## src/rtl/coreuart_sync_fifo_param_if.sv

```systemverilog
// Write/read handshake and status bundle between a CoreUART FIFO and its users.
interface coreuart_sync_fifo_param_if #(
    parameter int unsigned WIDTH  = 8,
    parameter int unsigned ADDR_W = 8
);
    logic              CLEAR;
    logic              WE;
    logic [WIDTH-1:0]  DIN;
    logic              RE;
    logic [WIDTH-1:0]  DOUT;
    logic              DVALID;
    logic [ADDR_W:0]   AFULL_LVL;
    logic [ADDR_W:0]   AEMPTY_LVL;
    logic              FULL;
    logic              EMPTY;
    logic              AFULL;
    logic              AEMPTY;
    logic [ADDR_W:0]   COUNT;
    logic              OVERFLOW;
    logic              UNDERFLOW;

    // Producer/consumer side: drives requests and thresholds, observes status.
    modport master (
        output CLEAR, WE, DIN, RE, AFULL_LVL, AEMPTY_LVL,
        input  DOUT, DVALID, FULL, EMPTY, AFULL, AEMPTY, COUNT, OVERFLOW, UNDERFLOW
    );

    // FIFO side.
    modport slave (
        input  CLEAR, WE, DIN, RE, AFULL_LVL, AEMPTY_LVL,
        output DOUT, DVALID, FULL, EMPTY, AFULL, AEMPTY, COUNT, OVERFLOW, UNDERFLOW
    );
endinterface

```

## src/rtl/coreuart_sync_fifo_param.sv

```systemverilog
// Parametrised single-clock FIFO for CoreUART TX/RX buffering.
// Standard mode: DOUT is the synchronous RAM read register (latency 1).
// FWFT mode: RAM read register acts as a prefetch stage feeding the DOUT register,
// so back-to-back pops see no bubble.
module coreuart_sync_fifo_param #(
    parameter int unsigned WIDTH  = 8,
    parameter int unsigned DEPTH  = 256,
    parameter int unsigned ADDR_W = 8,
    parameter int unsigned FWFT   = 0
) (
    input  logic                      CLK,
    input  logic                      RESET_N,
    coreuart_sync_fifo_param_if.slave bus
);
    localparam int unsigned CW        = ADDR_W + 1;
    localparam bit          FWFT_MODE = (FWFT != 0);

    logic [WIDTH-1:0]  mem [DEPTH];

    logic [ADDR_W-1:0] wptr_q;
    logic [ADDR_W-1:0] rptr_q;
    logic [CW-1:0]     count_q;
    logic [WIDTH-1:0]  rd_q;
    logic [WIDTH-1:0]  out_q;
    logic              mid_vld_q;
    logic              out_vld_q;
    logic              dvalid_q;
    logic              full_q;
    logic              empty_q;
    logic              afull_q;
    logic              aempty_q;
    logic              ovf_q;
    logic              udf_q;

    logic              flush_c;
    logic              wr_acc_c;
    logic              rd_acc_c;
    logic              ram_rd_c;
    logic              out_load_c;
    logic              mid_vld_nxt_c;
    logic              out_vld_nxt_c;
    logic [CW-1:0]     mem_cnt_c;
    logic [CW-1:0]     count_nxt_c;

    // Accept decisions, prefetch pipeline control and next-state count.
    always_comb begin
        flush_c       = !RESET_N || bus.CLEAR;
        wr_acc_c      = bus.WE && !full_q;
        rd_acc_c      = bus.RE && !empty_q;
        mem_cnt_c     = count_q - CW'(mid_vld_q) - CW'(out_vld_q);
        out_load_c    = 1'b0;
        ram_rd_c      = rd_acc_c;
        mid_vld_nxt_c = 1'b0;
        out_vld_nxt_c = 1'b0;
        if (FWFT_MODE) begin
            // Refill DOUT from the prefetch stage, and the prefetch stage from RAM,
            // whenever the downstream slot is empty or being vacated this cycle.
            out_load_c    = mid_vld_q && (!out_vld_q || rd_acc_c);
            ram_rd_c      = (mem_cnt_c != '0) && (!mid_vld_q || out_load_c);
            mid_vld_nxt_c = ram_rd_c || (mid_vld_q && !out_load_c);
            out_vld_nxt_c = out_load_c || (out_vld_q && !rd_acc_c);
        end
        count_nxt_c = count_q + CW'(wr_acc_c) - CW'(rd_acc_c);
    end

    // Storage array: write port only, contents are never reset.
    always_ff @(posedge CLK) begin
        if (wr_acc_c && !flush_c) begin
            mem[wptr_q] <= bus.DIN;
        end
    end

    // Pointers, count, read/output registers and registered flags; reset and CLEAR flush alike.
    always_ff @(posedge CLK) begin
        if (!RESET_N || bus.CLEAR) begin
            wptr_q    <= '0;
            rptr_q    <= '0;
            count_q   <= '0;
            rd_q      <= '0;
            out_q     <= '0;
            mid_vld_q <= 1'b0;
            out_vld_q <= 1'b0;
            dvalid_q  <= 1'b0;
            full_q    <= 1'b0;
            empty_q   <= 1'b1;
            afull_q   <= (bus.AFULL_LVL == '0);
            // An unsigned threshold is always >= a zero count.
            aempty_q  <= 1'b1;
            ovf_q     <= 1'b0;
            udf_q     <= 1'b0;
        end else begin
            if (wr_acc_c) begin
                wptr_q <= wptr_q + ADDR_W'(1);
            end
            if (ram_rd_c) begin
                rptr_q <= rptr_q + ADDR_W'(1);
                rd_q   <= mem[rptr_q];
            end
            if (out_load_c) begin
                out_q <= rd_q;
            end
            count_q   <= count_nxt_c;
            mid_vld_q <= mid_vld_nxt_c;
            out_vld_q <= out_vld_nxt_c;
            dvalid_q  <= FWFT_MODE ? out_vld_nxt_c : rd_acc_c;
            full_q    <= (count_nxt_c == CW'(DEPTH));
            empty_q   <= FWFT_MODE ? !out_vld_nxt_c : (count_nxt_c == '0);
            afull_q   <= (count_nxt_c >= bus.AFULL_LVL);
            aempty_q  <= (count_nxt_c <= bus.AEMPTY_LVL);
            ovf_q     <= ovf_q || (bus.WE && full_q);
            udf_q     <= udf_q || (bus.RE && empty_q);
        end
    end

    assign bus.DOUT      = FWFT_MODE ? out_q : rd_q;
    assign bus.DVALID    = dvalid_q;
    assign bus.FULL      = full_q;
    assign bus.EMPTY     = empty_q;
    assign bus.AFULL     = afull_q;
    assign bus.AEMPTY    = aempty_q;
    assign bus.COUNT     = count_q;
    assign bus.OVERFLOW  = ovf_q;
    assign bus.UNDERFLOW = udf_q;
endmodule
```

## src/flat_wrapper.sv

```systemverilog
// flat-port wrapper written by rule: the top's interface ports become plain ports
module coreuart_sync_fifo_param_flat 
#(
    parameter int unsigned WIDTH  = 8,
    parameter int unsigned DEPTH  = 256,
    parameter int unsigned ADDR_W = 8,
    parameter int unsigned FWFT   = 0
)
  (CLK, RESET_N, bus_CLEAR, bus_WE, bus_DIN, bus_RE, bus_AFULL_LVL, bus_AEMPTY_LVL, bus_DOUT, bus_DVALID, bus_FULL, bus_EMPTY, bus_AFULL, bus_AEMPTY, bus_COUNT, bus_OVERFLOW, bus_UNDERFLOW);
  coreuart_sync_fifo_param_if #(.WIDTH(WIDTH), .ADDR_W(ADDR_W)) bus_i ();
  input  logic CLK;
  input  logic RESET_N;
  input wire logic [$bits(bus_i.CLEAR)-1:0] bus_CLEAR;
  input wire logic [$bits(bus_i.WE)-1:0] bus_WE;
  input wire logic [$bits(bus_i.DIN)-1:0] bus_DIN;
  input wire logic [$bits(bus_i.RE)-1:0] bus_RE;
  input wire logic [$bits(bus_i.AFULL_LVL)-1:0] bus_AFULL_LVL;
  input wire logic [$bits(bus_i.AEMPTY_LVL)-1:0] bus_AEMPTY_LVL;
  output wire logic [$bits(bus_i.DOUT)-1:0] bus_DOUT;
  output wire logic [$bits(bus_i.DVALID)-1:0] bus_DVALID;
  output wire logic [$bits(bus_i.FULL)-1:0] bus_FULL;
  output wire logic [$bits(bus_i.EMPTY)-1:0] bus_EMPTY;
  output wire logic [$bits(bus_i.AFULL)-1:0] bus_AFULL;
  output wire logic [$bits(bus_i.AEMPTY)-1:0] bus_AEMPTY;
  output wire logic [$bits(bus_i.COUNT)-1:0] bus_COUNT;
  output wire logic [$bits(bus_i.OVERFLOW)-1:0] bus_OVERFLOW;
  output wire logic [$bits(bus_i.UNDERFLOW)-1:0] bus_UNDERFLOW;
  assign bus_i.CLEAR = bus_CLEAR;
  assign bus_i.WE = bus_WE;
  assign bus_i.DIN = bus_DIN;
  assign bus_i.RE = bus_RE;
  assign bus_i.AFULL_LVL = bus_AFULL_LVL;
  assign bus_i.AEMPTY_LVL = bus_AEMPTY_LVL;
  assign bus_DOUT = bus_i.DOUT;
  assign bus_DVALID = bus_i.DVALID;
  assign bus_FULL = bus_i.FULL;
  assign bus_EMPTY = bus_i.EMPTY;
  assign bus_AFULL = bus_i.AFULL;
  assign bus_AEMPTY = bus_i.AEMPTY;
  assign bus_COUNT = bus_i.COUNT;
  assign bus_OVERFLOW = bus_i.OVERFLOW;
  assign bus_UNDERFLOW = bus_i.UNDERFLOW;
  coreuart_sync_fifo_param #(.WIDTH(WIDTH), .DEPTH(DEPTH), .ADDR_W(ADDR_W), .FWFT(FWFT)) u_core (.CLK(CLK), .RESET_N(RESET_N), .bus(bus_i));
endmodule
```

## config.mk

```make
export PLATFORM = sky130hd
export DESIGN_NAME = coreuart_sync_fifo_param_flat
export DESIGN_NICKNAME = d
export VERILOG_FILES = /design/src/rtl/coreuart_sync_fifo_param_if.sv /design/src/rtl/coreuart_sync_fifo_param.sv /design/src/flat_wrapper.sv
export SDC_FILE = /design/constraint.sdc
export NUM_CORES = 2
export LEC_CHECK = 0
export BUFFER_PORTS_ARGS = -buffer_cell sky130_fd_sc_hd__buf_2
export CAP_MARGIN = 20
export CORE_UTILIZATION = 50
export CTS_CLUSTER_DIAMETER = 60
export DETAILED_ROUTE_END_ITERATION = 16
export PLACE_DENSITY_LB_ADDON = 0.12
export SLEW_MARGIN = 20
export SYNTH_ARGS = -nofsm -noshare
export SYNTH_HDL_FRONTEND = slang
export SYNTH_SLANG_ARGS = --single-unit
```

## constraint.sdc

```tcl
create_clock -name CLK -period 6.6 [get_ports CLK]
set_input_delay 0 -clock CLK [delete_from_list [all_inputs] [get_ports CLK]]
set_output_delay 0 -clock CLK [all_outputs]
set_load 0.01 [all_outputs]
```

---- Word-level counts from Yosys, hierarchy flattened ----
Memories as Yosys holds them, arrays and structs flattened. A register that Yosys moved wholly into a read port is not among the register bits.
Cells that the tools add are included.
Widths: inputs -> output; s select.
word-level totals
  register bits after elaboration ......... 32
  RAM bits ................................ 2048
  word-level logic and storage cells ...... 35
  memories kept ........................... 1
operators by class
  add/subtract/negate cells ............... 4
  $lt $le $gt $ge ......................... 2
  equality and inequality tests ........... 1
  multiplexer cells ....................... 3
  reduce and logical (&&, ||, !) cells .... 14
memories
  name        words  bits a word  rd ports  clocked after Yosys merged registers in  wr ports  line                            source
  u_core.mem  256    8            1         1                                        1         coreuart_sync_fifo_param.sv:18  logic [WIDTH-1:0] mem [DEPTH];
operators by type and width
  cell                 count
  $logic_not 9->1      2
  $add 8x1->8 const B  2
  $add 9x1->9          1
  $eq 9x9->1 const B   1
  $ge 9x9->1           1
  $le 9x9->1           1
  $sub 9x1->9          1
  $logic_and 1x1->1    5
  $logic_not 1->1      4
  $logic_or 1x1->1     3
  $mux 1               3

---- Depth between registers and ports, before layout ----
  word-level depth ........................ 6
  gate-level depth with buffers ........... 17

---- Least setup slack after synthesis ----
No wires, ideal clock.
  path type ............................... register -> register
  start point ............................. register u_core.empty_q, in the netlist u_core.bus.EMPTY
  end point ............................... register u_core.aempty_q, in the netlist u_core.bus.AEMPTY
  library setup time ...................... 0.139 ns
  arrival time ............................ 3.323 ns
  data required time ...................... 6.461 ns
  path slack .............................. 3.138 ns
  stages on the path, launching flop included .. 18
  buffers on the path ..................... 0
  period minus slack after synthesis ...... 3.462 ns
  cell sequence ........................... dfxtp_1 -> nand2b_1 -> clkinv_1 -> ha_1 -> inv_1 -> ha_1 -> fa_1 -> a21o_1 -> a21oi_1 -> o21ai_0 -> a21o_1 -> a21oi_1 -> xnor2_1 -> ha_1 -> nand4_1 -> nor2_1 -> nand4_1 -> o2111ai_1
between the ends
  word-level cells in the longest chain between the ends .. 4
RTL lines
  what                             line                             source
  from (decl)                      coreuart_sync_fifo_param.sv:29   logic empty_q;
  from (signal assigned)           coreuart_sync_fifo_param.sv:107  empty_q <= FWFT_MODE ? !out_vld_nxt_c : (count_nxt_c == '0);
  $logic_not 1->1                  coreuart_sync_fifo_param.sv:49   rd_acc_c = bus.RE && !empty_q;
  $logic_and 1x1->1                coreuart_sync_fifo_param.sv:49
  named net u_core.ram_rd_c        coreuart_sync_fifo_param.sv:38   logic ram_rd_c;
  $sub 9x1->9                      coreuart_sync_fifo_param.sv:63   count_nxt_c = count_q + CW'(wr_acc_c) - CW'(rd_acc_c);
  named net u_core.count_nxt_c[8]  coreuart_sync_fifo_param.sv:43   logic [CW-1:0] count_nxt_c;
  $le 9x9->1                       coreuart_sync_fifo_param.sv:109  aempty_q <= (count_nxt_c <= bus.AEMPTY_LVL);
  to (signal assigned)             coreuart_sync_fifo_param.sv:109
  to (decl)                        coreuart_sync_fifo_param.sv:31   logic aempty_q;
The timed path passes the listed nets, and every way through them passes these cells.
A chain may end at the register's enable or synchronous reset.

---- Worst setup path after layout ----
Same ends and word-level chain as after synthesis.

==> key figures <==
Floorplan
  • Chip width: 407 µm
  • Initial cell density of the core: 50.4%
  • Die Y: 407 µm
  • Die footprint: about 170000 µm²
  • Cell Rows: 148
  • # IOs: 55
  • Core area: 163000 µm²

Worst setup path
  • Crit-path most repeated cell: ha_1
  • Setup CP Type: register to register
  • WP buf/inv: 4
  • Slowest CP cell: dlygate4sd3_1
  • WP depth: 19
  • WP data required: 7300 ps
  • Top delay family on crit path: buffers and inverters
  • Critical path endpoint category: register
  • Worst-path maximum fanout: 8
  • CP Launch Type: register
  • Critical Path AT: 6170 ps
  • Worst Reg-to-Reg Cells: 19
  • Crit path largest cell delay: 580 ps
  • Crit path cell chain: nand2b_1 > clkinv_1 > ha_1 > inv_1 > ha_1 > fa_1 > a21o_1 > a21oi_1 > o21ai_0 > a21o_1 > a21oi_1 > xnor2_1 > ha_1 > nand4_1 > nor2_1 > nand4_1 > dlygate4sd3_1 > o2111ai_1 > dlygate4sd3_1

Route
  • DRC errors left: 0
  • Vias/cell: 6.33
  • Antenna Nets Post-Route: 0
  • Per-cell routed wire length: roughly 34 µm
  • First drt pass iteration count: 5
  • Routed wire length: 220000 µm
  • Detailed-route via count: a little over 40000
  • 1st-iter DRT viols: 5508

Clock network
  • Clock-pin slew on the worst setup and hold paths: about 60 ps
  • CTS H-tree depth: 4
  • Setup bufs post-CTS: 0
  • Cts repair resizes: 0
  • Later-pin clock latency in the skew report: 840 ps
  • TritonCTS Buffers: ~210
  • # clock sinks: 2088
  • CTS root buffer: clkbuf_16
  • Max Buffers Root-to-Sink: 3
  • CTS tree: built

Yosys
  • Number of library cell types mapped by synthesis: 76
  • Async S/R FF share, synth: 0%
  • Yosys warnings: 0
  • Register area share after synthesis: 75.9%
  • Post-synthesis register bit count: around 2100
  • Cells after Synth: 3975
  • Post-Syn Nets: just over 4000
  • Most used DFF post-synth: edfxtp_1
  • Synth Area per Inst: 20.7 µm²
  • Number of synthesized flops with an enable pin: 2048
  • Synth Cell Area: 82100 µm²

STA
  • Max-slew violation count: 0
  • Slew @ Worst Pin: 1240 ps
  • FMAX: approximately 180 MHz
  • Final number of hold-violating endpoints: 0
  • # setup viols final: 0
  • Clock Skew: 33.4 ps
  • Setup TNS: 0 ps
  • Tcrit/Tclk final: 82.9%
  • Relative slew slack: between 15 and 20%
  • Tmin final: 5470 ps
  • RSZ-0062 raised after global routing: no

Cells and area
  • Area growth, synth to finish: 11.6%
  • Post-Layout Cell Count: approximately 6500
  • Layout cells sized above 1: between 20 and 25%
  • Design Area, Final: 91600 µm²
  • Final-layout fill cell count: 12200
  • Final #Nets: 4166
  • Multi-input logic area: 18200 µm²
  • Commonest non-fill, non-tap cell in the layout: edfxtp_1
  • Commonest non-fill, non-tap cells in the layout: 2048 x edfxtp_1, 485 x mux4_2, 310 x nor2_1, 217 x clkbuf_16, 143 x mux2i_1
  • Register Area: 62300 µm²

Min path
  • Hold crit path type: input port to register
  • Hold Path Cell Cnt: 5

GRT
  • Initial antenna violation count: 11
  • Total gr overflow: 0
  • Gr usage total: 26.6%
  • Global-route wire length before repair: 311000 µm
  • Largest net degree at the start of global routing: around 200
  • Vias in the first global route: 40300

Placed design
  • GP Congestion: 0.868
  • Placed cell count: 6037
  • HPWL Detailed: 132000 µm
  • Post-DP Area: 84500 µm²
  • PortBufs: 54

Pwr
  • Maximum VDD drop: approximately 0.28 mV
  • PD cells: 299 nW/µm²
  • Power Total: 27400 µW
  • Static Leak: between 0.02 and 0.03 µW

Flow run
  • Max Cap Viol: 0

Status
  • Status: finished, final reports clean
-- repair_timing --
| item | 4_1_cts | 5_1_grt |
|---|---|---|
| endpoints found under the hold margin | 714 | 0 |
| endpoints found under the setup margin | 0 | 0 |
| hold buffers | 24 | 0 |
-- per-layer routing --
| metal | share of wire [%] | up-vias | GRT usage, % |
|---|---|---|---|
| met5 | 0.010 | - | 0 |
| met4 | 3.0 | 4 | 8.15 |
| met3 | 8.5 | 328 | 5.32 |
| met2 | 46 | 1916 | 39.4 |
| met1 | 43 | 21900 | 40.0 |
| li1 | - | 16700 | - |
-- final cells by class --
| cell class | count | area share (%) |
|---|---|---|
| sequential | 2088 | 68.0 |
| antenna | 1 | 0.00273 |
| clock buffer | 268 | 6.16 |
| inverter | 38 | 0.161 |
| multi-input combinational | 1613 | 19.9 |
| timing repair buffer | 149 | 1.39 |
| clock inverter | 122 | 1.38 |
| tap | 2175 | 2.97 |
-- where the power goes --
part	internal (µW)	total [µW]	switching, µW
registers	14600	14600	18.7
clock network	6970	12000	5030
logic	292	840	548
-- registers in the layout, indices dropped and copies added, names as in the netlist, 8 cells and up --
signal / count
u_core.bus.COUNT: 9
u_core.rptr_q: 8
u_core.mem: 2048
u_core.wptr_q: 8
u_core.bus.DOUT: 8
-- synthesized netlist by cell type (all sizes together), types with 4 or more instances --
master / n / area (µm²)
a211oi: 18 / 135
a21o: 11 / 82.6
a21oi: 69 / 345
a221oi: 27 / 268
a222oi: 4 / 40.0
a22o: 12 / 105
a22oi: 38 / 300
a311oi: 4 / 41.3
a31oi: 7 / 43.8
and2: 16 / 100
and3: 4 / 25.0
buf: 144 / 1190
clkbuf: 92 / 345
dfxtp: 40 / 801
edfxtp: 2048 / 61500
ha: 32 / 400
inv: 36 / 135
mux2: 19 / 214
mux2i: 143 / 1430
mux4: 490 / 11100
nand2: 102 / 383
nand2b: 8 / 50.1
nand3: 48 / 240
nand4: 8 / 50.1
nor2: 314 / 1180
nor2b: 17 / 106
nor3: 21 / 105
nor4: 6 / 37.5
o2111ai: 4 / 35.0
o211ai: 9 / 67.6
o21a: 7 / 52.6
o21ai: 53 / 265
o221ai: 17 / 149
o22ai: 32 / 200
o32ai: 5 / 43.8
o41ai: 6 / 60.1
or3: 12 / 75.1
xnor2: 10 / 87.6
xor2: 7 / 61.3
-- logic make-up after synthesis --
logic type      Yosys count  synth area share (%)
mux                     652                  15.5
simple gates            565                  2.95
fa+ha+maj                33                 0.512
compound gates          346                  2.98
flops                  2088                  75.9
buf+inv                 274                  2.04
xor+xnor                 17                 0.181
-- tightest hold or removal path, delay by kind of cell --
kind / cells / cell delay (ps)
adder cells (fa/ha/maj): 1 / 120
AO/OA/AOI/OAI: 1 / 150
buffers and inverters: 3 / 700
-- worst paths after layout --
kind	start	slack [ps]	to
worst max-delay path	u_core.bus.EMPTY	1130	u_core.bus.AEMPTY
worst min-delay path	bus_AFULL_LVL[8]	170	u_core.bus.AFULL
worst max register to register	u_core.bus.EMPTY	1130	u_core.bus.AEMPTY
worst min register to register	u_core.wptr_q[1]	490	u_core.wptr_q[1]
-- metrics by stage --
step,setup WS (ps),utilization [%],hold WS [ps]
6_report,1130,56.2,168
5_1_grt,744,56.2,169
4_1_cts,1160,56.2,106
3_5_place_dp,1930,51.8,259
3_3_place_gp,1850,51.8,265
2_1_floorplan,3140,-,98.9
No activity file was read; power rests on OpenSTA's default activity.
